**config.mk**
```make
export PLATFORM = sky130hd
export DESIGN_NAME = fifo_native2stream_flat
export DESIGN_NICKNAME = d
export VERILOG_FILES = /design/src/rtl/fifo_native2stream_pkg.sv /design/src/rtl/fifo_native2stream_if.sv /design/src/rtl/fifo_native2stream_skid.sv /design/src/rtl/fifo_native2stream.sv /design/src/flat_wrapper.sv
export SDC_FILE = /design/constraint.sdc
export NUM_CORES = 1
export LEC_CHECK = 0
export ABC_AREA = 1
export BUFFER_PORTS_ARGS = -buffer_cell sky130_fd_sc_hd__buf_4
export CELL_PAD_IN_SITES_DETAIL_PLACEMENT = 2
export CELL_PAD_IN_SITES_GLOBAL_PLACEMENT = 2
export CORE_MARGIN = 1
export CORE_UTILIZATION = 34
export DETAILED_ROUTE_END_ITERATION = 10
export PLACE_DENSITY_LB_ADDON = 0.1
export SLEW_MARGIN = 15
export SYNTH_ARGS = -nofsm -noshare
export SYNTH_HDL_FRONTEND = slang
export SYNTH_HIERARCHICAL = 1
export SYNTH_SLANG_ARGS = --single-unit
```
**constraint.sdc**
```tcl
create_clock -name clk -period 39 [get_ports clk]
set_input_delay 7.8 -clock clk [delete_from_list [all_inputs] [get_ports clk]]
set_output_delay 7.8 -clock clk [all_outputs]
set_load 0.02 [all_outputs]
```
**src/rtl/fifo_native2stream_pkg.sv**
```systemverilog
// Shared definitions for the native-FIFO to AXI-Stream read adapter.
package fifo_native2stream_pkg;

  localparam int DATA_WIDTH_DEF  = 256;
  localparam int FIFO_RD_LATENCY = 1;

  typedef enum logic [1:0] {
    ST_EMPTY = 2'd0,
    ST_ONE   = 2'd1,
    ST_FULL  = 2'd2
  } buf_state_e;

  // Words held in the output buffer plus the word still in flight from the FIFO.
  function automatic logic [2:0] occupancy(input logic [1:0] level, input logic pend);
    return {1'b0, level} + {2'b00, pend};
  endfunction

endpackage

```
**src/rtl/fifo_native2stream_if.sv**
```systemverilog
// FIFO read port and AXI-Stream master signals of the read adapter.
interface fifo_native2stream_if
  import fifo_native2stream_pkg::*;
#(
  parameter int DATA_WIDTH = DATA_WIDTH_DEF
);
  logic                  rd_en;
  logic [DATA_WIDTH-1:0] data_out;
  logic                  empty;
  logic                  m_axis_tvalid;
  logic                  m_axis_tready;
  logic [DATA_WIDTH-1:0] m_axis_tdata;
  logic [1:0]            buf_level;

  modport master (
    output rd_en, m_axis_tvalid, m_axis_tdata, buf_level,
    input  data_out, empty, m_axis_tready
  );

  modport slave (
    input  rd_en, m_axis_tvalid, m_axis_tdata, buf_level,
    output data_out, empty, m_axis_tready
  );
endinterface

```
**src/rtl/fifo_native2stream_skid.sv**
```systemverilog
// Two-entry head/skid output buffer; head drives the stream data directly.
//   state    | meaning
//   ST_EMPTY | no word held, tvalid low
//   ST_ONE   | head holds the next word, skid free
//   ST_FULL  | head and skid both hold words, skid is the younger one
module axis_out_skid2
  import fifo_native2stream_pkg::*;
#(
  parameter int DATA_WIDTH = DATA_WIDTH_DEF
) (
  input  logic                  clk,
  input  logic                  rst,
  input  logic                  push,
  input  logic                  pop,
  input  logic [DATA_WIDTH-1:0] din,
  output logic [DATA_WIDTH-1:0] dout,
  output logic                  valid,
  output logic [1:0]            level
);

  buf_state_e            state, state_nxt;
  logic [DATA_WIDTH-1:0] head, skid;
  logic                  ld_head_din, ld_head_skid, ld_skid;

  always_ff @(posedge clk or posedge rst) begin
    if (rst) begin
      state <= ST_EMPTY;
      head  <= '0;
      skid  <= '0;
    end else begin
      state <= state_nxt;
      if (ld_head_din)
        head <= din;
      else if (ld_head_skid)
        head <= skid;
      if (ld_skid)
        skid <= din;
    end
  end

  always_comb begin
    state_nxt    = state;
    ld_head_din  = 1'b0;
    ld_head_skid = 1'b0;
    ld_skid      = 1'b0;
    unique case (state)
      ST_EMPTY: begin
        if (push) begin
          ld_head_din = 1'b1;
          state_nxt   = ST_ONE;
        end
      end
      ST_ONE: begin
        if (push && !pop) begin
          ld_skid   = 1'b1;
          state_nxt = ST_FULL;
        end else if (push && pop) begin
          ld_head_din = 1'b1;
        end else if (pop) begin
          state_nxt = ST_EMPTY;
        end
      end
      ST_FULL: begin
        if (pop) begin
          ld_head_skid = 1'b1;
          if (push)
            ld_skid = 1'b1;
          else
            state_nxt = ST_ONE;
        end
      end
      default: state_nxt = ST_EMPTY;
    endcase
  end

  assign dout  = head;
  assign valid = (state != ST_EMPTY);
  assign level = state;

  // The read credit rule upstream must never deliver a third word.
  a_no_overflow: assert property (@(posedge clk) disable iff (rst)
    !(state == ST_FULL && push && !pop));

endmodule

```
**src/rtl/fifo_native2stream.sv**
```systemverilog
// Drains a native FIFO (1-cycle read latency) onto an AXI-Stream master port.
module fifo_native2stream
  import fifo_native2stream_pkg::*;
#(
  parameter int DATA_WIDTH = DATA_WIDTH_DEF
) (
  input  logic                 clk,
  input  logic                 rst,
  fifo_native2stream_if.master bus
);

  logic       rd_pend;
  logic       pop;
  logic       push;
  logic [1:0] level;
  logic [2:0] occ;

  assign pop  = bus.m_axis_tvalid & bus.m_axis_tready;
  assign push = rd_pend;
  assign occ  = occupancy(level, rd_pend);

  // Only issue a read when the buffer is guaranteed a free slot for it.
  assign bus.rd_en = !bus.empty && !rst &&
                     ((occ <= 3'd1) || ((occ == 3'd2) && pop));

  always_ff @(posedge clk or posedge rst) begin
    if (rst)
      rd_pend <= 1'b0;
    else
      rd_pend <= bus.rd_en;
  end

  axis_out_skid2 #(.DATA_WIDTH(DATA_WIDTH)) u_skid (
    .clk   (clk),
    .rst   (rst),
    .push  (push),
    .pop   (pop),
    .din   (bus.data_out),
    .dout  (bus.m_axis_tdata),
    .valid (bus.m_axis_tvalid),
    .level (level)
  );

  assign bus.buf_level = level;

  a_rd_latency: assert property (@(posedge clk) disable iff (rst)
    bus.rd_en |-> ##FIFO_RD_LATENCY rd_pend);

endmodule

```
**src/flat_wrapper.sv**
```systemverilog
// flat-port wrapper written by rule: the top's interface ports become plain ports
module fifo_native2stream_flat import fifo_native2stream_pkg::*;
#(
  parameter int DATA_WIDTH = DATA_WIDTH_DEF
)
  (clk, rst, bus_rd_en, bus_m_axis_tvalid, bus_m_axis_tdata, bus_buf_level, bus_data_out, bus_empty, bus_m_axis_tready);
  fifo_native2stream_if #(.DATA_WIDTH(DATA_WIDTH)) bus_i ();
  input  logic clk;
  input  logic rst;
  output wire logic [$bits(bus_i.rd_en)-1:0] bus_rd_en;
  output wire logic [$bits(bus_i.m_axis_tvalid)-1:0] bus_m_axis_tvalid;
  output wire logic [$bits(bus_i.m_axis_tdata)-1:0] bus_m_axis_tdata;
  output wire logic [$bits(bus_i.buf_level)-1:0] bus_buf_level;
  input wire logic [$bits(bus_i.data_out)-1:0] bus_data_out;
  input wire logic [$bits(bus_i.empty)-1:0] bus_empty;
  input wire logic [$bits(bus_i.m_axis_tready)-1:0] bus_m_axis_tready;
  assign bus_rd_en = bus_i.rd_en;
  assign bus_m_axis_tvalid = bus_i.m_axis_tvalid;
  assign bus_m_axis_tdata = bus_i.m_axis_tdata;
  assign bus_buf_level = bus_i.buf_level;
  assign bus_i.data_out = bus_data_out;
  assign bus_i.empty = bus_empty;
  assign bus_i.m_axis_tready = bus_m_axis_tready;
  fifo_native2stream #(.DATA_WIDTH(DATA_WIDTH)) u_core (.clk(clk), .rst(rst), .bus(bus_i));
endmodule
```
==> results of run 1 <==
## metrics by stage
stage	cells	power, W
global route	4493	0.003132
global placement	4370	0.002298
CTS	4483	0.002975
finish	4495	0.002939
detailed placement	4370	0.002370
floorplan	3132	0.001797
## how the worst max path moves through the flow
stage | from | to | slack (ns) | cells after the start
floorplan | rst | u_core/u_skid/dout[0]$_DFFE_PP0P_ | 16.84 | 1
global placement | rst | bus_rd_en | 22.70 | 4
detailed placement | rst | bus_rd_en | 22.74 | 4
CTS | rst | bus_rd_en | 22.73 | 4
global route | rst | bus_rd_en | 22.69 | 4
finish | rst | bus_rd_en | 22.74 | 4
## report_power, final
group	internal, W	leakage (nW)	switching, W	total [W]
sequential	0.000816	6.34	0.000185	0.00100
combinational	0.000432	9.29	0.000923	0.00135
clock	0.000343	1.02	0.000240	0.000582
total	0.00159	16.6	0.00135	0.00294
## cells in the mapped netlist, types with 4 or more instances
cell type	n
nand2_1	1553
buf_4	31
nor2_1	7
dfrtp_1	515
buf_6	4
ha_1	9
clkbuf_1	61
nand3b_1	256
nand3_1	519
buf_2	156
inv_1	14
## placed cells by master (no fill, tap or decap)
| master | Yosys | layout |
|---|---|---|
| clkinv_2 | 0 | 14 |
| nand3b_1 | 256 | 256 |
| buf_12 | 0 | 4 |
| nor2_1 | 7 | 7 |
| or2_1 | 1 | 1 |
| o21ai_4 | 0 | 1 |
| clkbuf_16 | 0 | 63 |
| nand3_1 | 519 | 519 |
| nand2_4 | 0 | 2 |
| or2_4 | 0 | 1 |
| inv_1 | 14 | 12 |
| clkbuf_1 | 61 | 14 |
| ha_4 | 0 | 1 |
| clkbuf_8 | 0 | 19 |
| inv_8 | 0 | 2 |
| nand2_1 | 1553 | 1551 |
| ha_1 | 9 | 8 |
| buf_4 | 31 | 538 |
| nand2_8 | 1 | 2 |
| bufinv_16 | 0 | 2 |
| dfrtp_1 | 515 | 515 |
| diode_2 | 0 | 12 |
| inv_6 | 0 | 1 |
## kinds of logic (layout without fill, tap and decap cells)
logic type | count (synthesis) | count (layout) | share of synthesized area, %
fa+ha+maj | 9 | 9 | 0.4546
simple gates | 2339 | 2339 | 42.04
flops | 515 | 515 | 52.02
buf+inv | 268 | 669 | 5.455
compound gates | 1 | 1 | 0.03536
other cells | 0 | 12 | 0
## critical path, delay by kind of cell
family        cells  cell delay [ns]
buf+inv           2             0.30
simple gates      2             0.36
## flip-flops by register name, indices dropped and copies added (netlist names)
name,count
u_core/u_skid/level,2
u_core/push,1
u_core/u_skid/skid,256
u_core/u_skid/dout,256
## final cells by class
cell class	instances	area share [%]
timing repair buffer	542	13.33
multi-input combinational	2349	34.25
clock buffer	96	6.117
antenna	12	0.09715
clock inverter	17	0.4493
tap	950	3.846
sequential	515	41.70
inverter	14	0.2186
## per-layer routing
layer | global-route usage, % | routed length (µm) | up-vias
met5 | 0 | 64 | -
met4 | 10.04 | 3272 | 10
met3 | 4.990 | 4997 | 170
met2 | 45.80 | 49290 | 491
met1 | 32.71 | 41650 | 12224
li1 | - | - | 10729
==> results_dict.tcl, run 1 <==
set metrics [dict create \
    outcome "finished clean" \
    whs_path_depth 2 \
    synth-seq-cells 515 \
    worstRegToRegCells 13 \
    syn-cell-area_um2 24770 \
    p_per_area_nw_per_um2 95.09 \
    drt-pass1-iter-count 5 \
    fp.dieArea_um2 73950 \
    fmax_mhz 61.50 \
    area_delta_synth_final_pct 24.76 \
    crit_chain "buf_4 -> or2_1 -> nor2_1 -> buf_4" \
    finalNetCount 3752 \
    die_y_um 271.9 \
    ir_drop_uv 102.6 \
    hold_buffers 0 \
    layout_setup_ws_ns 22.74 \
    initial_core_util_pct 34.54 \
    max_slew_margin_pct 23.64 \
    fin_area_um2 30910 \
    final_util_pct 43.09 \
    worst_ep_arrival_time_ns 8.46 \
    drtIter0Drc 1332 \
    final_max_slew_viol_count 0 \
    cts_resized 0 \
    clkLatencyLatePin_ns 0.63 \
    dpl_worst_slack_ns 22.74 \
    start_kind "input pin" \
    grtUsageTotal_pct 26.51 \
    clk_pin_slew_ns 0.05 \
    path_class "in -> out" \
    postCtsSetupBuffers 0 \
    synth_top_area_share_pct 52.02 \
    synth.largest_area_cell "dfrtp_1" \
    grt_pass1_vias 26279 \
    grt_pass1_wl_mm 154.3 \
    async_reset_ff_share_pct 100.0 \
    setup_viol 0 \
    hold_slack_ns 0.4706 \
    core-area_um2 71730 \
    routed_via_density 5.256 \
    cts_tree "yes" \
    leakage_nw 16.65 \
    min_period_over_period_pct 41.69 \
    htree_num_levels 2 \
    drc 0 \
    die_w_um 271.9 \
    cp_common_cell "buf_4" \
    yosysSeqAreaShare_pct 52.02 \
    tightest_slew_ns 1.145 \
    hpwl_mm 59.63 \
    synth_ff_type "dfrtp_1" \
    hold_path_class "reg -> reg" \
    regToRegStartpoint "u_core/u_skid/level[1]$_DFFE_PP0P_" \
    postPlaceCellArea_um2 28850 \
    ant_nets 0 \
    synthCells 3132 \
    num_vias 23624 \
    cts_max_path_buffers 3 \
    synth_cell_types 18 \
    crit_path_max_fanout 3 \
    min_to "u_core/u_skid/skid[216]$_DFFE_PP0P_" \
    period_needed_ns 16.26 \
    fin_skew_ns 0.01994 \
    r2r_end "u_core/u_skid/dout[84]$_DFFE_PP0P_" \
    synth_area_leaders "dfrtp_1, nand2_1, nand3_1, nand3b_1, buf_2" \
    io_pins 520 \
    wl_mm 99.28 \
    r2r_slack_ns 33.73 \
    cp.required_ns 31.20 \
    cts-buffers-inserted 61 \
    synth_edf_count 0 \
    drv_cap 0 \
    hold_viol_final 0 \
    rows 98 \
    grt_max_degree 224 \
    portBuffers 519 \
    grt_overflow 0 \
    seqCellArea_um2 12890 \
    tns_ns 0 \
    slowest_delay_ns 0.22 \
    cts.sinks 515 \
    avgSynthCellArea_um2 7.910 \
    synth_nets 3401 \
    endpoint_kind "output pin" \
    drive_gt1_share_pct 18.40 \
    synth_warnings 6 \
    rsz0062_at_grt "no" \
    clock-root-buffer "clkbuf_16" \
    antenna_found_initial 17 \
    hold_start "u_core/u_skid/skid[216]$_DFFE_PP0P_" \
    multiInputGateArea_um2 10590 \
    n_fill_cell 8090 \
    wire_per_inst_um 22.09 \
    worst_path_max_delay_cell "or2_1" \
    globalplace.congestion 0.7904 \
]
(Power assumes the default switching activity.)
==> run 2, diff against run 1 <==
- CORE_UTILIZATION: 34 -> 29
- clock period: 39 -> 14.5 ns (I/O delays scaled with it)
==> results_dict.tcl, run 2 (synthesis gave the netlist of run 1 again) <==
set metrics [dict create \
    hold_buffers 0 \
    wire_per_inst_um 22.14 \
    ir_drop_uv 179.8 \
    setup_viol 0 \
    routed_via_density 5.036 \
    fin_area_um2 31300 \
    cts_resized 0 \
    num_vias 23601 \
    leakage_nw 16.72 \
    drtIter0Drc 1035 \
    grtUsageTotal_pct 23.60 \
    multiInputGateArea_um2 10590 \
    wl_mm 103.7 \
    r2r_end "u_core/u_skid/dout[156]$_DFFE_PP0P_" \
    seqCellArea_um2 12890 \
    initial_core_util_pct 29.46 \
    worstRegToRegCells 13 \
    p_per_area_nw_per_um2 256.7 \
    final_common_cell "nand2_1" \
    regToRegStartpoint "u_core/u_skid/level[1]$_DFFE_PP0P_" \
    cts_tree "yes" \
    grt_overflow 0 \
    cp.required_ns 14.97 \
    io_pins 520 \
    wl_met1_mm 44.64 \
    period_needed_ns 6.697 \
    cts_max_path_buffers 3 \
    start_kind "input pin" \
    die_w_um 294.3 \
    seq_power_share_pct 33.6 \
    grt_max_degree 212 \
    die_y_um 294.3 \
    ant_nets 0 \
    max_slew_margin_pct 16.81 \
    tns_ns 0 \
    fin_skew_ns 0.02595 \
    cts.sinks 515 \
    drive_gt1_share_pct 18.46 \
    fmax_mhz 149.3 \
    top_layer "met5" \
    antenna_found_initial 18 \
    drt-pass1-iter-count 5 \
    grt_pass1_wl_mm 158.6 \
    fp.dieArea_um2 86600 \
    cts-buffers-inserted 67 \
    r2r_slack_ns 9.26 \
    htree_num_levels 3 \
    p_switching_w 0.003665 \
    p_int_w 0.004369 \
    grt_pass1_vias 25990 \
    area_delta_synth_final_pct 26.34 \
    drc 0 \
    clkLatencyLatePin_ns 0.60 \
    rsz0062_at_grt "no" \
    globalplace.congestion 0.7712 \
    mostFrequentLayoutCells "nand2_1, buf_4, nand3_1, dfrtp_1, nand3b_1" \
    hold_slack_ns 0.4688 \
    pwr-share-clk_pct 20.8 \
    core-area_um2 84090 \
    rows 106 \
    wl_met3_mm 5.441 \
    final_max_slew_viol_count 0 \
    portBuffers 519 \
    route.met2.wl_mm 49.70 \
    worst_ep_arrival_time_ns 7.17 \
    drv_cap 0 \
    outcome "finished clean" \
    crit_path_max_fanout 211 \
    clk_pin_slew_ns 0.05 \
    whs_path_depth 2 \
    switching_share_pct 45.62 \
    hold_viol_final 0 \
    hold_path_class "reg -> reg" \
    comb_power_share_pct 45.6 \
    endpoint_kind "flip-flop" \
    startpoint "bus_m_axis_tready" \
    path_class "in -> reg" \
    finalNetCount 3764 \
    clock-root-buffer "clkbuf_16" \
    n_fill_cell 9582 \
    crit_end "u_core/u_skid/dout[156]$_DFFE_PP0P_" \
    postCtsSetupBuffers 0 \
    min_period_over_period_pct 46.19 \
    hpwl_mm 63.59 \
    postPlaceCellArea_um2 29100 \
    tightest_slew_ns 1.248 \
]
==> run 2: cell count changes in the layout (fill, tap and decap cells not counted) <==
| cell | before | now |
|---|---|---|
| diode_2 | 12 | 10 |
| buf_12 | 4 | 2 |
| clkinvlp_4 | 0 | 1 |
| clkbuf_1 | 14 | 19 |
| clkinv_2 | 14 | 7 |
| inv_8 | 2 | 1 |
| buf_6 | 0 | 2 |
| clkbuf_16 | 63 | 71 |
| clkbuf_8 | 19 | 16 |
| buf_4 | 538 | 544 |
==> run 2: metal layers <==
| layer | global-route usage [%] | vias up |
|---|---|---|
| met5 | 0 | - |
| met4 | 9.261 | 16 |
| met3 | 4.819 | 181 |
| met2 | 38.85 | 538 |
| met1 | 30.25 | 12121 |
| li1 | - | 10745 |
==> run 2: cell type report <==
cell class              instances  area share, %
inverters                      14         0.2039
clock buffers                 106          6.608
multi-input cells            2349          33.82
well taps                    1134          4.533
clock inverters                10         0.3318
repair buffers                548          13.25
flip-flops and latches        515          41.17
diodes                         10        0.07995
==> run 2: stage by stage <==
step                      setup slack [ns]  power (W)  instances  utilization (%)
after floorplan                      4.620   0.004835       3132                -
after global placement               7.303   0.006244       4560            34.60
after detailed placement             7.214   0.006429       4560            34.61
after CTS                            7.834   0.008156       4676            37.19
after global routing                 7.474   0.008591       4685            37.22
final                                7.803   0.008033       4686            37.22
==> run 2: how the worst min path moves through the flow <==
stage,from,end,slack [ns]
after floorplan,u_core/u_skid/skid[0]$_DFFE_PP0P_,u_core/u_skid/skid[0]$_DFFE_PP0P_,0.44
after global placement,u_core/u_skid/skid[97]$_DFFE_PP0P_,u_core/u_skid/skid[97]$_DFFE_PP0P_,0.45
after detailed placement,u_core/u_skid/skid[251]$_DFFE_PP0P_,u_core/u_skid/skid[251]$_DFFE_PP0P_,0.46
after CTS,u_core/u_skid/skid[251]$_DFFE_PP0P_,u_core/u_skid/skid[251]$_DFFE_PP0P_,0.47
after global routing,u_core/u_skid/skid[247]$_DFFE_PP0P_,u_core/u_skid/skid[247]$_DFFE_PP0P_,0.49
final,u_core/u_skid/skid[152]$_DFFE_PP0P_,u_core/u_skid/skid[152]$_DFFE_PP0P_,0.47
==> run 2: worst max-delay path, cell delays in order <==
cell,delay [ns]
buf_4,0.11
nand2_1,0.12
inv_1,0.12
nand3_1,0.23
nand2_8,0.49
nand2_8,0.90
buf_4,0.83
buf_12,0.68
nand2_1,0.16
nand2_1,0.11
nand2_1,0.05
==> run 2: power by group through the flow <==
stage,Combinational [W],Sequential [W],Clock (W)
CTS,0.00373,0.00270,0.00172
global route,0.00403,0.00278,0.00178
floorplan,0.00183,0.00301,0
global placement,0.00357,0.00267,0
finish,0.00366,0.00270,0.00167
detailed placement,0.00372,0.00271,0
